## src/rtl/l1_mshr_entry_ctrl.sv

```systemverilog
// MSHR entry tracker: primary allocate, secondary merge, response accept and per-sub-entry replay.
// Optional feature: define MSHR_SECONDARY_MERGE_EN to allow secondary misses to merge into live entries.

module l1_mshr_entry #(
  parameter int CW = 3
) (
  input  logic          clk,
  input  logic          rst_n,
  input  logic          alloc,
  input  logic          merge,
  input  logic          rel,
  output logic          vld,
  output logic [CW-1:0] cnt
);
  // alloc only targets invalid entries and rel only the drained one, so the
  // priority order never has to arbitrate a real collision.
  always_ff @(posedge clk or negedge rst_n) begin
    if (!rst_n) begin
      vld <= 1'b0;
      cnt <= '0;
    end else if (rel) begin
      vld <= 1'b0;
      cnt <= '0;
    end else if (alloc) begin
      vld <= 1'b1;
      cnt <= CW'(1);
    end else if (merge) begin
      cnt <= cnt + CW'(1);
    end
  end
endmodule

module l1_mshr_entry_ctrl #(
  parameter int NUM_ENTRY = 4,
  parameter int NUM_SUB   = 4
) (
  input  logic                                           clk,
  input  logic                                           rst_n,
  input  logic                                           pri_valid_i,
  output logic                                           pri_ready_o,
  output logic [$clog2(NUM_ENTRY)-1:0]                   pri_idx_o,
  input  logic                                           sec_valid_i,
  output logic                                           sec_ready_o,
  input  logic [$clog2(NUM_ENTRY)-1:0]                   sec_idx_i,
  input  logic                                           rsp_valid_i,
  output logic                                           rsp_ready_o,
  input  logic [$clog2(NUM_ENTRY)-1:0]                   rsp_idx_i,
  output logic                                           out_valid_o,
  input  logic                                           out_ready_i,
  output logic [$clog2(NUM_ENTRY)-1:0]                   out_idx_o,
  output logic [((NUM_SUB > 1) ? $clog2(NUM_SUB) : 1)-1:0] out_sub_o,
  output logic                                           out_last_o,
  output logic [$clog2(NUM_ENTRY):0]                     used_o,
  output logic                                           full_o
);
  localparam int IW = $clog2(NUM_ENTRY);
  localparam int SW = (NUM_SUB > 1) ? $clog2(NUM_SUB) : 1;
  localparam int CW = $clog2(NUM_SUB + 1);
  localparam int UW = IW + 1;

  typedef enum logic {S_IDLE, S_DRAIN} state_t;

  state_t                        state;
  logic [IW-1:0]                 drn_idx;
  logic [SW-1:0]                 beat;
  logic [NUM_ENTRY-1:0]          ent_vld;
  logic [NUM_ENTRY-1:0][CW-1:0]  ent_cnt;
  logic [NUM_ENTRY-1:0]          alloc, merge, rel;
  logic                          pri_fire, sec_fire, rsp_fire, out_fire;

  for (genvar g = 0; g < NUM_ENTRY; g++) begin : g_ent
    l1_mshr_entry #(.CW(CW)) u_ent (
      .clk   (clk),
      .rst_n (rst_n),
      .alloc (alloc[g]),
      .merge (merge[g]),
      .rel   (rel[g]),
      .vld   (ent_vld[g]),
      .cnt   (ent_cnt[g])
    );
  end

  always_comb begin
    used_o = '0;
    for (int i = 0; i < NUM_ENTRY; i++) used_o = used_o + UW'(ent_vld[i]);
  end
  assign full_o      = (used_o == UW'(NUM_ENTRY));
  assign pri_ready_o = !full_o;

  // Scan high to low so the lowest free index wins.
  always_comb begin
    pri_idx_o = '0;
    for (int i = NUM_ENTRY - 1; i >= 0; i--) if (!ent_vld[i]) pri_idx_o = IW'(i);
  end

  assign rsp_ready_o = (state == S_IDLE) && ent_vld[rsp_idx_i];
  assign rsp_fire    = rsp_valid_i && rsp_ready_o;

`ifdef MSHR_SECONDARY_MERGE_EN
  // Entry being drained, or whose response is accepted now, is frozen so the
  // beat count latched for replay cannot move underneath it.
  assign sec_ready_o = ent_vld[sec_idx_i]
                    && (ent_cnt[sec_idx_i] < CW'(NUM_SUB))
                    && !((state == S_DRAIN) && (drn_idx == sec_idx_i))
                    && !(rsp_fire && (rsp_idx_i == sec_idx_i));
`else
  assign sec_ready_o = 1'b0;
`endif

  assign pri_fire    = pri_valid_i && pri_ready_o;
  assign sec_fire    = sec_valid_i && sec_ready_o;

  assign out_valid_o = (state == S_DRAIN);
  assign out_idx_o   = drn_idx;
  assign out_sub_o   = beat;
  assign out_last_o  = (state == S_DRAIN) && ((CW'(beat) + CW'(1)) == ent_cnt[drn_idx]);
  assign out_fire    = out_valid_o && out_ready_i;

  always_comb begin
    for (int i = 0; i < NUM_ENTRY; i++) begin
      alloc[i] = pri_fire && (pri_idx_o == IW'(i));
      merge[i] = sec_fire && (sec_idx_i == IW'(i));
      rel[i]   = out_fire && out_last_o && (drn_idx == IW'(i));
    end
  end

  always_ff @(posedge clk or negedge rst_n) begin
    if (!rst_n) begin
      state   <= S_IDLE;
      drn_idx <= '0;
      beat    <= '0;
    end else begin
      case (state)
        S_IDLE: if (rsp_fire) begin
          state   <= S_DRAIN;
          drn_idx <= rsp_idx_i;
          beat    <= '0;
        end
        S_DRAIN: if (out_ready_i) begin
          if (out_last_o) state <= S_IDLE;
          else            beat  <= beat + SW'(1);
        end
        default: state <= S_IDLE;
      endcase
    end
  end
endmodule

```

## config.mk

```make
export PLATFORM = sky130hd
export DESIGN_NAME = l1_mshr_entry_ctrl
export DESIGN_NICKNAME = d
export VERILOG_FILES = /design/src/rtl/l1_mshr_entry_ctrl.sv
export SDC_FILE = /design/constraint.sdc
export NUM_CORES = 1
export LEC_CHECK = 0
export CAP_MARGIN = 15
export CORE_UTILIZATION = 52
export CTS_CLUSTER_DIAMETER = 60
export DETAILED_ROUTE_END_ITERATION = 7
export PLACE_DENSITY = 0.8
export SLEW_MARGIN = 30
export SYNTH_ARGS = -nofsm -noshare
export SYNTH_HDL_FRONTEND = slang
export SYNTH_HIERARCHICAL = 1
export SYNTH_SLANG_ARGS = --single-unit
```

## constraint.sdc

```tcl
create_clock -name clk -period 2.7 [get_ports clk]
set_clock_uncertainty 0.2 [all_clocks]
set_input_delay 0.405 -clock clk [delete_from_list [all_inputs] [get_ports clk]]
set_output_delay 0.405 -clock clk [all_outputs]
set_load 0.02 [all_outputs]
```

==> results of run 1 <==
worst max-delay path by stage:
stage,to
2_1_floorplan,g_ent[0].u_ent/cnt[0]$_DFFE_PN0P_
3_3_place_gp,full_o
3_5_place_dp,full_o
4_1_cts,full_o
5_1_grt,full_o
6_report,full_o
routing by layer:
layer	wire length, um	track usage	share of wire
met1	1270	0.291	0.41
met2	1570	0.475	0.51
met3	146	0.0493	0.047
met4	111	0.136	0.036
met5	0	0	0
cells in the mapped netlist, drive strengths merged (3+ instances only):
cell type,instances
and3,4
nand3b,4
mux2,3
nor2,15
nor3,6
a21bo,4
nand2,10
xnor2,7
ha,7
inv,6
a211oi,4
mux2i,11
dfrtp,21
a21oi,6
cell families (layout without fill, tap and decap cells):
group / count (synthesis) / after routing / synth area share
AOI/OAI and AO/OA: 17 / 17 / 0.116
xor gates and xnor gates: 7 / 7 / 0.0522
adders and majority gates: 8 / 8 / 0.0817
buffers and inverters: 8 / 44 / 0.0285
DFF: 21 / 21 / 0.399
muxes: 16 / 16 / 0.143
other: 1 / 17 / 0.00285
and+or+nand+nor: 46 / 46 / 0.177
per-stage QoR:
stage                      util  power, mW  cells  hold slack (ps)  setup WS (ps)
after global placement    0.734       2.26    197              342          -94.2
after detailed placement  0.734       2.35    197              362           -128
after global routing      0.776       2.87    204              243          -13.5
final                     0.776       2.69    204              225           73.6
after floorplan               -       1.70    140            -90.6           43.8
after CTS                 0.761       2.53    204              227           4.14
worst max-delay path, delay by kind of cell, from the launching register on:
| kind | cells | cell delay, ps |
|---|---|---|
| AND/OR/NAND/NOR | 2 | 160 |
| buffers and inverters | 2 | 170 |
| flip-flops | 1 | 410 |
| adder cells (fa/ha/maj) | 3 | 970 |
layout make-up:
class                   instances  area, sq um  share of cell area
multi-input cells             111          882               0.495
flip-flops and latches         21          527               0.295
well taps                      28         35.0              0.0196
clock buffers                   4         26.3              0.0147
repair buffers                 34          290               0.163
inverters                       6         22.5              0.0126
repair_timing:
action / 4_1_cts / 5_1_grt
endpoints found under the setup margin: 10 / 8
resized for setup: 19 / 14
pin swaps: 1 / 2
setup buffers: 3 / 0
power breakdown:
group          switching (mW)  internal, mW  total [mW]  leakage (nW)
logic                   0.938         0.964        1.90         0.573
clock network          0.0994        0.0578       0.157        0.0150
registers               0.161         0.466       0.627         0.243
total                    1.20          1.49        2.69         0.832
state kept, by name, indices dropped and copies added, names as in the netlist:
signal and cells:
out_idx_o 2, g_ent.u_ent/cnt 12, g_ent.u_ent/vld 4, out_valid_o 1
out_sub_o 2
==> impl_metrics.json, run 1 <==
{
  "r2r-start": "g_ent[1].u_ent/vld$_DFFE_PN0P_",
  "slowest_delay_ps": 560,
  "critical_path_class": "flip-flop to primary output",
  "irDropWorstVdd_mv": 1.20,
  "grt_pass1_vias": 1107,
  "drc": 0,
  "worstHoldPathType": "input pin to async pin",
  "drv_cap": 0,
  "root_buffer": "clkbuf_4",
  "wire_per_inst_um": 15.2,
  "synth_cells": 124,
  "syn2layout_area_growth_pct": 35.3,
  "grt_pass1_wl_um": 5000,
  "netlist_area_sq_mm": 0.00132,
  "async_flop_share": 1.00,
  "synth_area_leaders": "dfrtp_1 40%, mux2i_1 8.4%, ha_1 6.6%",
  "die_x_um": 52.3,
  "finalSetupViolations": 0,
  "start_util": 0.574,
  "ant_nets": 0,
  "cp.arrival_ps": 2020,
  "io_buffers": 20,
  "grt_use_total": 0.264,
  "antenna_found_initial": 0,
  "leakage_nw": 0.832,
  "clk_latency_ps": 310,
  "core_sq_mm": 0.00230,
  "cts.sinks": 21,
  "hold_viol_final": 0,
  "final_common_cell": "dfrtp_1",
  "cts_buffers": 3,
  "placedInstanceArea_sq_mm": 0.00169,
  "clk_pin_slew_ps": 120,
  "synth_edf_count": 0,
  "hold_buffers": 0,
  "tritoncts": "yes",
  "layout_common_cells": "20 x dfrtp_1, 17 x conb_1, 14 x nor2_1, 14 x buf_4, 12 x clkdlybuf4s50_1",
  "vias": 1130,
  "yosysSeqAreaShare": 0.399,
  "fin_crit_sh": 0.973,
  "viasPerCell": 5.54,
  "dp_hpwl_um": 2330,
  "drt_iter0_drc": 32,
  "die_y_um": 52.3,
  "synth_top_area_frac": 0.399,
  "dr.pass1.iters": 4,
  "status": "finished clean",
  "synth_top_area_cell": "dfrtp_1",
  "synth_seq_cells": 21,
  "maxSlewViolCount": 0,
  "min_period_ps": 2630,
  "die_area_sq_mm": 0.00274,
  "crit_path_start_kind": "flip-flop",
  "num-nets-final": 195,
  "power.density_mw_per_mm2": 1510,
  "r2r_end": "g_ent[0].u_ent/cnt[0]$_DFFE_PN0P_",
  "required_ps": 2100,
  "row_count": 17,
  "cts_buffer_depth": 2,
  "io_pins": 25,
  "critPathMaxFanout": 3,
  "yosys_most_used_dff": "dfrtp_1",
  "fillers": 164,
  "setup_tns_ps": 0,
  "htree_num_levels": 1,
  "gp_congestion": 0.786,
  "fmax_mhz": 381,
  "reg2reg_setup_slack_ps": 140,
  "cp_slowest_cell": "fa_1",
  "drt_wl_total_um": 3100,
  "diodes": 0,
  "grt_overflow": 0,
  "path_cells": "fa_1, ha_2, ha_4, nor2_4, nand2_2, inv_1, buf_6",
  "yosysWarnings": 6,
  "drive_gt1_frac": 0.290,
  "crit_start": "g_ent[1].u_ent/vld$_DFFE_PN0P_",
  "stdcell_area_sq_mm": 0.00178,
  "r2r_cells": 10,
  "synth_area_per_cell_sq_um": 10.6,
  "crit_path_end_kind": "primary output",
  "grt_max_degree": 22,
  "yosysUniqueCellTypes": 31
}
(Power assumes the default switching activity.)
==> inputs of run 2 (changes only) <==
--- a/config.mk
+++ b/config.mk
@@ -9,6 +9,7 @@
 export CORE_UTILIZATION = 52
 export CTS_CLUSTER_DIAMETER = 60
 export DETAILED_ROUTE_END_ITERATION = 7
+export HOLD_SLACK_MARGIN = 0.1
 export PLACE_DENSITY = 0.8
 export SLEW_MARGIN = 30
 export SYNTH_ARGS = -nofsm -noshare
==> results of run 2 <==
Same layout as run 1: the final DEF is identical, and so are final timing and power.
